--- src/rtl/irq_pkg.sv ---
// Shared types and defaults for the interrupt controller.
package irq_pkg;

  localparam int unsigned DEF_NSRC    = 4;
  localparam int unsigned DEF_TIMEOUT = 64;

  // Index width for an n-source controller. Kept at 1 or more so a port is always declarable.
  function automatic int unsigned id_width(input int unsigned n);
    return (n < 2) ? 1 : $clog2(n);
  endfunction

  localparam int unsigned IRQ_ID_W = id_width(DEF_NSRC);

  typedef enum logic [1:0] {
    ST_IDLE     = 2'd0,
    ST_ASSERT   = 2'd1,
    ST_WAIT_REL = 2'd2
  } irq_state_e;

endpackage

--- src/rtl/irq_prio_enc.sv ---
// Fixed-priority encoder: the lowest set bit wins.
module irq_prio_enc
  import irq_pkg::*;
#(
  parameter int unsigned NSRC = DEF_NSRC
) (
  input  logic [NSRC-1:0]             i_req,
  output logic [id_width(NSRC)-1:0]   o_idx_c,
  output logic                        o_valid_c
);

  localparam int unsigned ID_W = id_width(NSRC);

  // Scan from the top down so the lowest index is written last.
  always_comb begin
    o_idx_c = '0;
    for (int i = int'(NSRC) - 1; i >= 0; i--) begin
      if (i_req[i]) o_idx_c = ID_W'(i);
    end
  end

  assign o_valid_c = |i_req;

endmodule

--- src/rtl/irq_controller.sv ---
// Edge-triggered interrupt controller: latches source events, presents one
// request at a time to the processor and withdraws it if not acknowledged in time.
module irq_controller
  import irq_pkg::*;
#(
  parameter int unsigned NSRC    = DEF_NSRC,
  parameter int unsigned TIMEOUT = DEF_TIMEOUT
) (
  input  logic                        CLOCK_50,
  input  logic                        reset,
  input  logic [NSRC-1:0]             irq_src,
  input  logic                        mask_we,
  input  logic [NSRC-1:0]             mask_wdata,
  input  logic                        ExtIAck,
  output logic                        ExtIRQ,
  output logic [id_width(NSRC)-1:0]   irq_id,
  output logic [NSRC-1:0]             pending,
  output logic                        timeout
);

  localparam int unsigned ID_W  = id_width(NSRC);
  localparam int unsigned CNT_W = $clog2(TIMEOUT + 1);

  irq_state_e         r_state;
  logic [NSRC-1:0]    r_src_q;
  logic [NSRC-1:0]    r_mask;
  logic [NSRC-1:0]    r_pending;
  logic [ID_W-1:0]    r_id;
  logic [CNT_W-1:0]   r_cnt;
  logic               r_irq;
  logic               r_timeout;

  logic [NSRC-1:0]    w_event;
  logic [NSRC-1:0]    w_eligible;
  logic [NSRC-1:0]    w_clr;
  logic [ID_W-1:0]    w_win_idx;
  logic               w_win_valid;
  logic               w_ack;
  logic               w_expired;

  assign w_event    = irq_src & ~r_src_q;
  assign w_eligible = r_pending & r_mask;
  assign w_ack      = (r_state == ST_ASSERT) && ExtIAck;
  assign w_expired  = (r_cnt == CNT_W'(TIMEOUT - 1));

  // Acknowledge clears the serviced bit; an event in the same cycle re-sets it below.
  always_comb begin
    w_clr = '0;
    if (w_ack) w_clr = NSRC'(1) << r_id;
  end

  irq_prio_enc #(
    .NSRC (NSRC)
  ) u_prio_enc (
    .i_req     (w_eligible),
    .o_idx_c   (w_win_idx),
    .o_valid_c (w_win_valid)
  );

  always_ff @(posedge CLOCK_50) begin
    if (reset) begin
      r_state   <= ST_IDLE;
      r_src_q   <= irq_src;
      r_mask    <= '1;
      r_pending <= '0;
      r_id      <= '0;
      r_cnt     <= '0;
      r_irq     <= 1'b0;
      r_timeout <= 1'b0;
    end else begin
      r_src_q   <= irq_src;
      r_pending <= (r_pending & ~w_clr) | w_event;
      r_timeout <= 1'b0;
      if (mask_we) r_mask <= mask_wdata;

      case (r_state)
        ST_IDLE: begin
          r_irq <= 1'b0;
          r_cnt <= '0;
          if (w_win_valid) begin
            r_state <= ST_ASSERT;
            r_id    <= w_win_idx;
            r_irq   <= 1'b1;
          end
        end
        ST_ASSERT: begin
          if (ExtIAck) begin
            r_state <= ST_WAIT_REL;
            r_irq   <= 1'b0;
            r_cnt   <= '0;
          end else if (w_expired) begin
            r_state   <= ST_IDLE;
            r_irq     <= 1'b0;
            r_timeout <= 1'b1;
            r_cnt     <= '0;
          end else begin
            r_cnt <= r_cnt + CNT_W'(1);
          end
        end
        ST_WAIT_REL: begin
          r_irq <= 1'b0;
          if (!ExtIAck) r_state <= ST_IDLE;
        end
        default: begin
          r_state <= ST_IDLE;
          r_irq   <= 1'b0;
          r_cnt   <= '0;
        end
      endcase
    end
  end

  assign ExtIRQ  = r_irq;
  assign irq_id  = r_id;
  assign pending = r_pending;
  assign timeout = r_timeout;

endmodule

--- config.mk ---
export PLATFORM = sky130hd
export DESIGN_NAME = irq_controller
export DESIGN_NICKNAME = d
export VERILOG_FILES = /design/src/rtl/irq_pkg.sv /design/src/rtl/irq_prio_enc.sv /design/src/rtl/irq_controller.sv
export SDC_FILE = /design/constraint.sdc
export NUM_CORES = 1
export LEC_CHECK = 0
export CAP_MARGIN = 20
export CORE_MARGIN = 4
export CORE_UTILIZATION = 53
export DETAILED_ROUTE_END_ITERATION = 6
export GPL_TIMING_DRIVEN = 0
export PLACE_DENSITY_LB_ADDON = 0.12
export SETUP_SLACK_MARGIN = 0.02
export SLEW_MARGIN = 20
export SYNTH_ARGS = -nofsm -noshare
export SYNTH_HDL_FRONTEND = slang
export SYNTH_SLANG_ARGS = --single-unit
--- constraint.sdc ---
create_clock -name CLOCK_50 -period 3.83 [get_ports CLOCK_50]
set_input_delay 0.5745 -clock CLOCK_50 [delete_from_list [all_inputs] [get_ports CLOCK_50]]
set_output_delay 0.5745 -clock CLOCK_50 [all_outputs]
set_load 0.01 [all_outputs]
# Yosys cells after proc, flatten, opt, wreduce, memory -nomap -nowiden
# Cells that the tools add are included.
# word_totals
reg_bits	25
wordCells	47
# classes
n_addsub	1
n_eq_ne	6
shift	1
n_mux	18
bitwise_logic	7
n_reduce_logical	6
# ops
operator	n
$mux W2	8
$mux W7	2
$pmux W7 S2	1
$and A4 B4 Y4	3
$not A4 Y4	2
$add A7 B1 Y7 const B	1
$eq A7 B6 Y1 const B	1
$pmux W2 S3	1
$mux W1	4
$mux W4	1
$or A4 B4 Y4	1
$reduce_or A4 Y1	1
$shl A1 B2 Y4 const A	1
$ne A3 B3 Y1 const B	1
$reduce_and A3 Y1	1
$reduce_or A3 Y1	1
$eq A2 B1 Y1 const B	1
$eq A2 B2 Y1 const B	1
$logic_not A2 Y1	1
$ne A2 B1 Y1 const B	1
$ne A2 B2 Y1 const B	1
$pmux W1 S2	1
$reduce_and A2 Y1	1
$logic_and A1 B1 Y1	1
$not A1 Y1	1

# Depth between registers and ports, before layout
# Gate-level depths: netlist (run 1).
# logic_depth
word_depth	6
ltp_mapped	5
mapped_depth_nobuf	5

# Modules after synthesis
# A second synthesis (run 1) with hierarchy kept.
# unflattened
hier_cells	112
area_unflattened_um2	1018.5
# by_module_without_submodules
module	n_inst	cells_per_inst	area_per_inst_um2	seq_area_each_um2
irq_controller	1	105	983.4	500.5
irq_prio_enc	1	7	35.0	0.0

# Worst setup path after synthesis (run 1)
# Ideal clock, no wire load.
# synth_path
path_type	in2reg
start	input ExtIAck
end	register r_cnt[5]
setup_ns	0.064
arrival_ns	1.381
path_slack_ns	2.384
cell_stages	5
path_buffers	1
cell_sequence	buf_2 nor3b_4 o311a_1 a41oi_1 nor2_1
# synth_between
elab_chain_cells	2
# synth_lines
element	line_no	text
start, declared	irq_controller.sv:14	input logic ExtIAck,
$mux W7	irq_controller.sv:87	if (ExtIAck) begin
$pmux W7 S2	irq_controller.sv:76	case (r_state)
end signal, assigned	irq_controller.sv:97	r_cnt <= r_cnt + CNT_W'(1);
end, declared	irq_controller.sv:29	logic [CNT_W-1:0] r_cnt;
# No other way between the ends.
# A chain may end at the register's enable or synchronous reset.

# Worst setup path after layout (run 1)
# layout_path
start	register r_id[1], in the netlist irq_id[1]
end	output irq_id[1]
# layout_lines
element	line_no	text
start, declared	irq_controller.sv:28	logic [ID_W-1:0] r_id;
start signal, assigned	irq_controller.sv:82	r_id <= w_win_idx;
end, declared	irq_controller.sv:16	output logic [id_width(NSRC)-1:0] irq_id,
# No word-level cell between the ends.

==> results by stage, run 1 <==
Synthesis:
- Averaged over all synthesized cells, the footprint is 9.51 um^2.
- The count of different cell masters after synthesis is 37.
- During synthesis, Yosys emitted a total of 0 warnings.
- The sequential share of the synthesized area is 0.496.
- In this run the cell area of the synthesized design comes to 1010 um^2.
- The largest total area in the synthesized netlist belongs to sky130_fd_sc_hd__dfxtp_1.
- The net count after synthesis is 119.
- Synthesis produced 106 cells.
- The synthesized design contains 25 register bits.
- The share of synthesized area in the top cell type comes to 0.496.
- Sorting the synthesized cells by area gives the leading types as sky130_fd_sc_hd__dfxtp_1 (50%), sky130_fd_sc_hd__a21oi_1 (6.0%), sky130_fd_sc_hd__mux2i_1 (4.0%).

Routing:
- After the first detailed-routing iteration, the DRC count stood at 9.
- Across all layers, the routed design uses 861 vias.
- The routed wire length per instance is 13.8 um.
- The remaining antenna violation count after routing is 0.
- The first-pass detailed-route iteration total is 4.
- The overall routed net length is 2100 um.
- After detailed routing, the number of remaining DRC violations is 0.
- The ratio of routed vias to standard cells is 5.66.

Critical path:
- The nature of the critical path endpoint is an output port.
- The number of logic stages on the critical path including buffering is 1.
- The largest delay contributor family on the critical path is buffers and inverters.
- The startpoint of the worst-slack reg-to-reg timing path is r_cnt[0]$_SDFFE_PP0P_.
- The standard cell with the maximum stage delay on the critical path is sky130_fd_sc_hd__clkdlybuf4s50_1.
- In this run the worst setup path terminates at irq_id[1].
- The length in cells of the worst reg-to-reg path is 5.
- Along the worst path, the maximum fanout reaches 6.
- For flop-to-flop paths, the worst setup slack is 2.28 ns.
- Walking the worst path, the cells encountered are clkdlybuf4s50_1.
- The worst setup path is of the register to output port kind.
- The highest cell delay on the worst timing path is 0.59 ns.
- In this run the critical register-to-register path is captured at r_cnt[5]$_SDFFE_PP0P_.
- The number of buffers and inverters on the critical path is 1.
- The worst setup path is launched from a register.
- For the worst setup path, the data arrival time is 1.38 ns.
- At the worst endpoint, the required time is 3.26 ns.
- The launch point of the critical path is irq_id[1]$_SDFFE_PP0P_.

Global routing:
- The total global routing overflow is 0.
- The global-route wire length before repair is 3330 um.
- For met1 alone, demand over resource in global routing was 0.213.
- The pin count of the biggest net entering global routing is 14.
- The met2 usage is 0.263.
- The number of antenna violations at the first check in global routing is 0.
- The layer with the highest usage is met2.
- The global router's overall resource usage is 0.168.
- The met3 usage is 0.0458.
- The via count of the first global-routing pass is 765.

Outcome:
- The run finished with clean final reports.

Clock tree:
- Clock latency on the worst-skew pair, taken at its later pin, is 0.31 ns.
- Hold repair after CTS inserted 0 buffers.
- The maximum clock insertion buffer count is 2.
- TritonCTS built the clock tree.
- The number of levels in the clock H-tree is 1.
- The clock drives 25 sinks.
- The buffer type at the clock tree root is sky130_fd_sc_hd__clkbuf_4.
- The number of gates resized after CTS was 0.
- The clock-pin slew on the worst setup and hold paths is 0.13 ns.
- In this run the post-CTS setup repair buffer count came out at 0.
- TritonCTS created 3 clock buffers.

Timing:
- The number of endpoints failing setup at the final stage is 0.
- The shortest period the worst path allows is 1.95 ns.
- The maximum clock rate is 513 MHz.
- The summed negative setup slack over all endpoints is 0 ns.
- For the pin with the worst max-slew slack, the measured transition is 0.462 ns.
- Hold timing on the final database bottoms out at a slack of 0.460 ns.
- The number of max-slew violations in the final report is 0.
- In the finished design, the share of the clock period the worst path needs comes to 0.509.
- Setup repair after global routing left no endpoint under its margin.
- The final hold violation count is 0.
- The worst pin sits at a relative slew slack of 0.692.
- The worst setup margin is 1.88 ns.
- The worst-case clock skew is 0.00241 ns.

Power and ir drop:
- Power comes to 477 uW.
- The logic gate share of total power is 0.151.
- In this run the power density over the cells is 386 nW/um^2.
- Cell internal power was estimated by the tool at 354 uW.
- The sequential power share is 0.608.
- Summed over all cells, the static leakage comes to 0.000477 uW.
- IR analysis of the VDD net gives a maximum drop of 301 uV.
- Of the total power, the share spent switching nets is 0.257.
- Of the total power, the clock network draws 0.241.
- Summed over all nets, the switching power comes to 123 uW.

Floorplanning:
- The die covers 2660 um^2.
- For this configuration, the core starts out at a cell density of 0.572.
- Row generation in the floorplan step produced 15 rows.
- The total area inside the core boundary comes to 1760 um^2.
- The die is 51.6 um tall.
- The die extent in x is 51.6 um.
- The boundary pin count is 20.

Cells and area:
- Compared with the post-synthesis result, the final layout area differs by 22.6%.
- The count of antenna diodes in the layout is 0.
- The proportion of layout cells with a drive suffix above 1 is 0.0551.
- The net count of the finished layout is 141.
- The most common cell after layout, fill and taps aside is sky130_fd_sc_hd__dfxtp_1.
- In the layout the commonest cells are sky130_fd_sc_hd__dfxtp_1 (25), sky130_fd_sc_hd__clkdlybuf4s50_1 (17), sky130_fd_sc_hd__a21oi_1 (12), sky130_fd_sc_hd__nand2_1 (9), sky130_fd_sc_hd__nor2_1 (9).

Placement:
- The congestion estimate from routability-driven global placement came to 0.822.
- Summed over all nets, the half-perimeter wirelength after detailed placement is 1500 um.
- OpenSTA, run right after detailed placement, puts the worst setup slack at 1.92 ns.
- In this run the tool buffered the top-level ports with 17 buffer cells.

Flow run:
- The tool flagged a number of max-cap violations equal to 0.

Worst hold path:
- The tightest min-delay check is of the register to register type.
cells in the mapped netlist:
cell type	n
sky130_fd_sc_hd__nor3_1	3
sky130_fd_sc_hd__a32oi_1	1
sky130_fd_sc_hd__o21ai_1	3
sky130_fd_sc_hd__and3_1	1
sky130_fd_sc_hd__nand4b_1	1
sky130_fd_sc_hd__a21o_1	1
sky130_fd_sc_hd__clkbuf_1	2
sky130_fd_sc_hd__o21ai_0	1
sky130_fd_sc_hd__o31ai_1	1
sky130_fd_sc_hd__nand3_1	4
sky130_fd_sc_hd__a22o_1	2
sky130_fd_sc_hd__nor2_1	9
sky130_fd_sc_hd__or3b_1	1
sky130_fd_sc_hd__dfxtp_1	25
sky130_fd_sc_hd__inv_1	1
sky130_fd_sc_hd__nand2_1	9
sky130_fd_sc_hd__a41oi_1	1
sky130_fd_sc_hd__ha_1	1
sky130_fd_sc_hd__a32o_2	1
sky130_fd_sc_hd__nor4bb_1	1
sky130_fd_sc_hd__xor2_1	1
sky130_fd_sc_hd__mux2i_1	4
sky130_fd_sc_hd__or3_1	1
sky130_fd_sc_hd__nand3_2	1
sky130_fd_sc_hd__nor2b_1	4
sky130_fd_sc_hd__nand4_1	1
sky130_fd_sc_hd__a21oi_1	12
sky130_fd_sc_hd__xnor2_1	1
sky130_fd_sc_hd__o311a_1	1
sky130_fd_sc_hd__a211o_1	1
sky130_fd_sc_hd__a211oi_1	1
sky130_fd_sc_hd__o211a_1	1
sky130_fd_sc_hd__a22oi_1	1
sky130_fd_sc_hd__a2111oi_0	1
sky130_fd_sc_hd__buf_2	1
sky130_fd_sc_hd__nand2b_1	4
sky130_fd_sc_hd__nor3b_4	1
worst min-delay path by stage:
stage                          start  cells past startpoint               endpoint  slack [ns]
2_1_floorplan  r_cnt[6]$_SDFFE_PP0P_                      2  r_cnt[6]$_SDFFE_PP0P_        0.42
3_3_place_gp   r_cnt[6]$_SDFFE_PP0P_                      2  r_cnt[6]$_SDFFE_PP0P_        0.44
3_5_place_dp   r_cnt[6]$_SDFFE_PP0P_                      2  r_cnt[6]$_SDFFE_PP0P_        0.45
4_1_cts        r_cnt[6]$_SDFFE_PP0P_                      2  r_cnt[6]$_SDFFE_PP0P_        0.46
5_1_grt        r_cnt[6]$_SDFFE_PP0P_                      2  r_cnt[6]$_SDFFE_PP0P_        0.48
6_report       r_cnt[6]$_SDFFE_PP0P_                      2  r_cnt[6]$_SDFFE_PP0P_        0.46
cell families (layout without fill, tap and decap cells):
logic type | Yosys count | in the layout | share of synthesized area
DFF | 25 | 25 | 0.496
muxes | 4 | 4 | 0.0397
and+or+nand+nor | 41 | 41 | 0.226
buffers and inverters | 4 | 25 | 0.0161
AOI/OAI and AO/OA | 29 | 29 | 0.192
adders and majority gates | 1 | 1 | 0.0124
xor gates and xnor gates | 2 | 2 | 0.0174
sequential cells by signal, summed over array words and instances, names as in the netlist:
signal and flops:
r_cnt 7, ExtIRQ 1, r_src_q 4, timeout 1
pending 4, r_state 2, r_mask 4, irq_id 2
metrics by stage:
stage | utilization | instance area, um^2 | cells
floorplan | - | 1010 | 106
global placement | 0.686 | 1210 | 148
detailed placement | 0.686 | 1210 | 148
CTS | 0.701 | 1240 | 152
global route | 0.701 | 1240 | 152
finish | 0.701 | 1240 | 152
power groups by stage:
stage                     Clock (uW)  Combinational [uW]  Sequential (uW)
after floorplan                    0                39.0              294
final                            115                71.8              290
after CTS                        118                72.4              289
after global placement             0                70.2              294
after detailed placement           0                71.9              295
after global routing             130                78.7              292
routing by layer:
metal / part of all wire / routed length (um)
met5: 0 / 0
met1: 0.46 / 964
met2: 0.46 / 967
met3: 0.068 / 143
met4: 0.011 / 23
cell type report:
class | instances | area [um^2]
inverter | 1 | 3.75
fill | 163 | 528
timing repair buffer | 17 | 170
buffer | 3 | 12.5
multi-input combinational | 77 | 492
sequential | 25 | 500
tap | 25 | 31.3
clock buffer | 4 | 26.3
(Power assumes the default switching activity.)
==> inputs of run 2 (changes only) <==
--- a/config.mk
+++ b/config.mk
@@ -7,7 +7,7 @@
 export LEC_CHECK = 0
 export CAP_MARGIN = 20
 export CORE_MARGIN = 4
-export CORE_UTILIZATION = 53
+export CORE_UTILIZATION = 44
 export DETAILED_ROUTE_END_ITERATION = 6
 export GPL_TIMING_DRIVEN = 0
 export PLACE_DENSITY_LB_ADDON = 0.12
==> constraint.sdc (replaced) <==
create_clock -name CLOCK_50 -period 1.75 [get_ports CLOCK_50]
set_input_delay 0.2625 -clock CLOCK_50 [delete_from_list [all_inputs] [get_ports CLOCK_50]]
set_output_delay 0.2625 -clock CLOCK_50 [all_outputs]
set_load 0.01 [all_outputs]
==> run 2 against run 1 <==
Against the previous run: worst hold slack worse by 0.19 ns; combinational power up 120%; global-route usage down 1.2 points; first-iteration DRC count up 33%; wire length up 2.9%; die area up 17%; clock-buffer cell count unchanged; utilization down 13 points; register-to-register slack worse by 2.1 ns; largest power group unchanged.
==> results by stage, run 2 (synthesized netlist as in run 1, its figures left out) <==
Floorplanning:
- The site row count is 17.
- The starting density of the core is 0.460.
- The boundary pin count is 20.
- The die extent in x is 55.9 um.
- The total area inside the core boundary comes to 2190 um^2.
- The die extent in y is 55.9 um.
- The area enclosed by the die boundary is 3120 um^2.

Critical path:
- The critical path goes through clkdlybuf4s50_1.
- In this run the number of cells on the critical path is 1.
- For the worst flop-to-flop path, the logic depth is 5.
- For the worst setup path, the data arrival time is 1.37 ns.
- The critical path in this run is classified as register to output port.
- Along the worst path, the maximum fanout reaches 6.
- The slowest stage of the critical path is the sky130_fd_sc_hd__clkdlybuf4s50_1 cell.
- The worst setup path is launched from a register.
- STA classifies the critical path endpoint as an output port.
- The largest delay contributor family on the critical path is buffers and inverters.
- Counting both buffers and inverters, the worst setup path holds a total of 1.
- The worst register-to-register path begins at r_cnt[0]$_SDFFE_PP0P_.
- The highest cell delay on the worst timing path is 0.58 ns.
- The launch point of the critical path is irq_id[1]$_SDFFE_PP0P_.
- At the worst endpoint, the required time is 1.49 ns.

Power and ir drop:
- Summed over all nets, the switching power comes to 272 uW.
- The design draws 1050 uW.
- For this design the ratio of total power to cell area is 845 nW/um^2.
- The share of total power dissipated in combinational logic is 0.151.
- The clock group share of total power is 0.244.
- The leakage power total is 0.000477 uW.
- The internal power of the cells is 776 uW.
- VDD sags by at most 553 uV.
- The switching portion of total power is 0.260.
- Of the total power, registers draw 0.605.

Timing:
- Timing would allow up to 613 MHz.
- The summed negative setup slack over all endpoints is 0 ns.
- Headroom to the max-slew limit came out at 0.668.
- The shortest period the worst path allows is 1.63 ns.
- The final hold violation count is 0.
- Across the routed clock network, the largest skew measured is 0.00743 ns.
- The number of max-slew violations in the final report came to 0.
- The worst setup margin is 0.120 ns.
- Setup violations remaining at the end of the flow were counted as 0.
- The post-route fraction of the period consumed by the critical path is 0.932.
- The actual slew at the worst max-slew pin is 0.498 ns.
- Setup repair after global routing left no endpoint under its margin.

Cells and area:
- The flip-flop count of the largest register, all copies and words added is 7.
- The count of antenna diodes in the layout is 0.
- Measured on the finished design, the core utilization comes to 0.566.
- The net count of the finished layout is 141.
- The most common cell after layout, fill and taps aside is sky130_fd_sc_hd__dfxtp_1.
- The area growth from synthesis to layout is 23.0%.
- In the layout the commonest cells are sky130_fd_sc_hd__dfxtp_1 (25), sky130_fd_sc_hd__clkdlybuf4s50_1 (17), sky130_fd_sc_hd__a21oi_1 (12), sky130_fd_sc_hd__nand2_1 (9), sky130_fd_sc_hd__nor2_1 (9).
- After routing the design area is 1240 um^2.
- The proportion of layout cells with a drive suffix above 1 is 0.0551.
- The register with the most flip-flops in the final layout is r_cnt.

Placement:
- The placer congestion estimate is 0.728.
- The worst setup slack before clock tree synthesis is 0.161 ns.
- The half-perimeter wire length of the detailed placement result is 1620 um.
- The total cell area at the placement stage is 1210 um^2.
- Input and output buffers added on the ports amount to 17.

Flow run:
- The number of max-cap violations is 0.

Clock tree:
- The number of hold-repair buffers added at the cts stage is 0.
- In this run, CTS created clock tree buffers numbering 3.
- The total setup buffers inserted after CTS is 0.
- After clock tree synthesis, the repair step resized 0 gates.
- CTS built an H-tree with a depth of 1.
- Counting every sink on the clock net gives 25.
- The tree is rooted in a sky130_fd_sc_hd__clkbuf_4.
- After clock tree synthesis, the clock-pin slew on the worst setup and hold paths is 0.13 ns.
- The CTS tree is built.
- The maximum clock insertion buffer count is 2.
- The clock latency of the later-clocked register in the worst-skew pair is 0.32 ns.

Routing:
- In the final routed layout, each cell accounts on average for 13.9 um.
- The remaining antenna violation count after routing is 0.
- The first-iteration detailed-routing DRC count is 12.
- After detailed routing, the number of remaining DRC violations is 0.
- The ratio of routed vias to standard cells is 5.54.
- For this run, the detailed router's first-pass iteration total came to 4.
- The final layout contains routed wiring with a total length of 2160 um.
- The total number of vias is 859.

Global routing:
- The via count of the first global-routing pass is 870.
- The pin count of the biggest net entering global routing is 14.
- The global-route wire length before repair is 3840 um.
- After global routing the overflow that remains totals 0.
- For this run, the total global-route usage over all layers was measured as 0.155.
- The number of antenna violations at the first check in global routing is 0.

Worst hold path:
- The launch point of the worst hold path is ExtIAck.
- The worst hold path was traced through 2 stages.
- The type of the worst min-delay path is primary input to register.

Outcome:
- The run finished with clean final reports.
[run 2: cell counts in the layout (fill, tap and decap cells not counted)]
Identical to the previous run, type by type.
[run 2: final timing paths]
check	endpoint	slack, ns
min reg2reg	r_cnt[6]$_SDFFE_PP0P_	0.45
max	irq_id[1]	0.12
max reg2reg	r_cnt[5]$_SDFFE_PP0P_	0.20
min	r_state[1]$_SDFFE_PP0P_	0.27
[run 2: layer usage]
layer	GRT usage	wire [um]	vias to the layer above
li1	-	-	431
met1	0.178	956	404
met2	0.258	1070	18
met3	0.0510	80	6
met4	0.0746	51	0
met5	0	0	-
[run 2: final cells by class]
type | count | area (um^2)
Fill cell | 214 | 951
Sequential cell | 25 | 500
Multi-Input combinational cell | 77 | 492
Timing Repair Buffer | 17 | 170
Tap cell | 28 | 35.0
Clock buffer | 4 | 26.3
Buffer | 3 | 12.5
Inverter | 1 | 3.75
[run 2: metrics by stage]
stage	hold slack (ns)	std cells
floorplan	0.290	106
global placement	0.431	151
detailed placement	0.440	151
CTS	0.258	155
global route	0.266	155
finish	0.272	155
[run 2: power groups by stage]
| stage | logic (uW) | clock network [uW] | registers (uW) |
|---|---|---|---|
| detailed placement | 159 | 0 | 645 |
| global placement | 156 | 0 | 644 |
| global route | 176 | 293 | 638 |
| CTS | 160 | 269 | 632 |
| finish | 158 | 256 | 634 |
| floorplan | 85.3 | 0 | 644 |
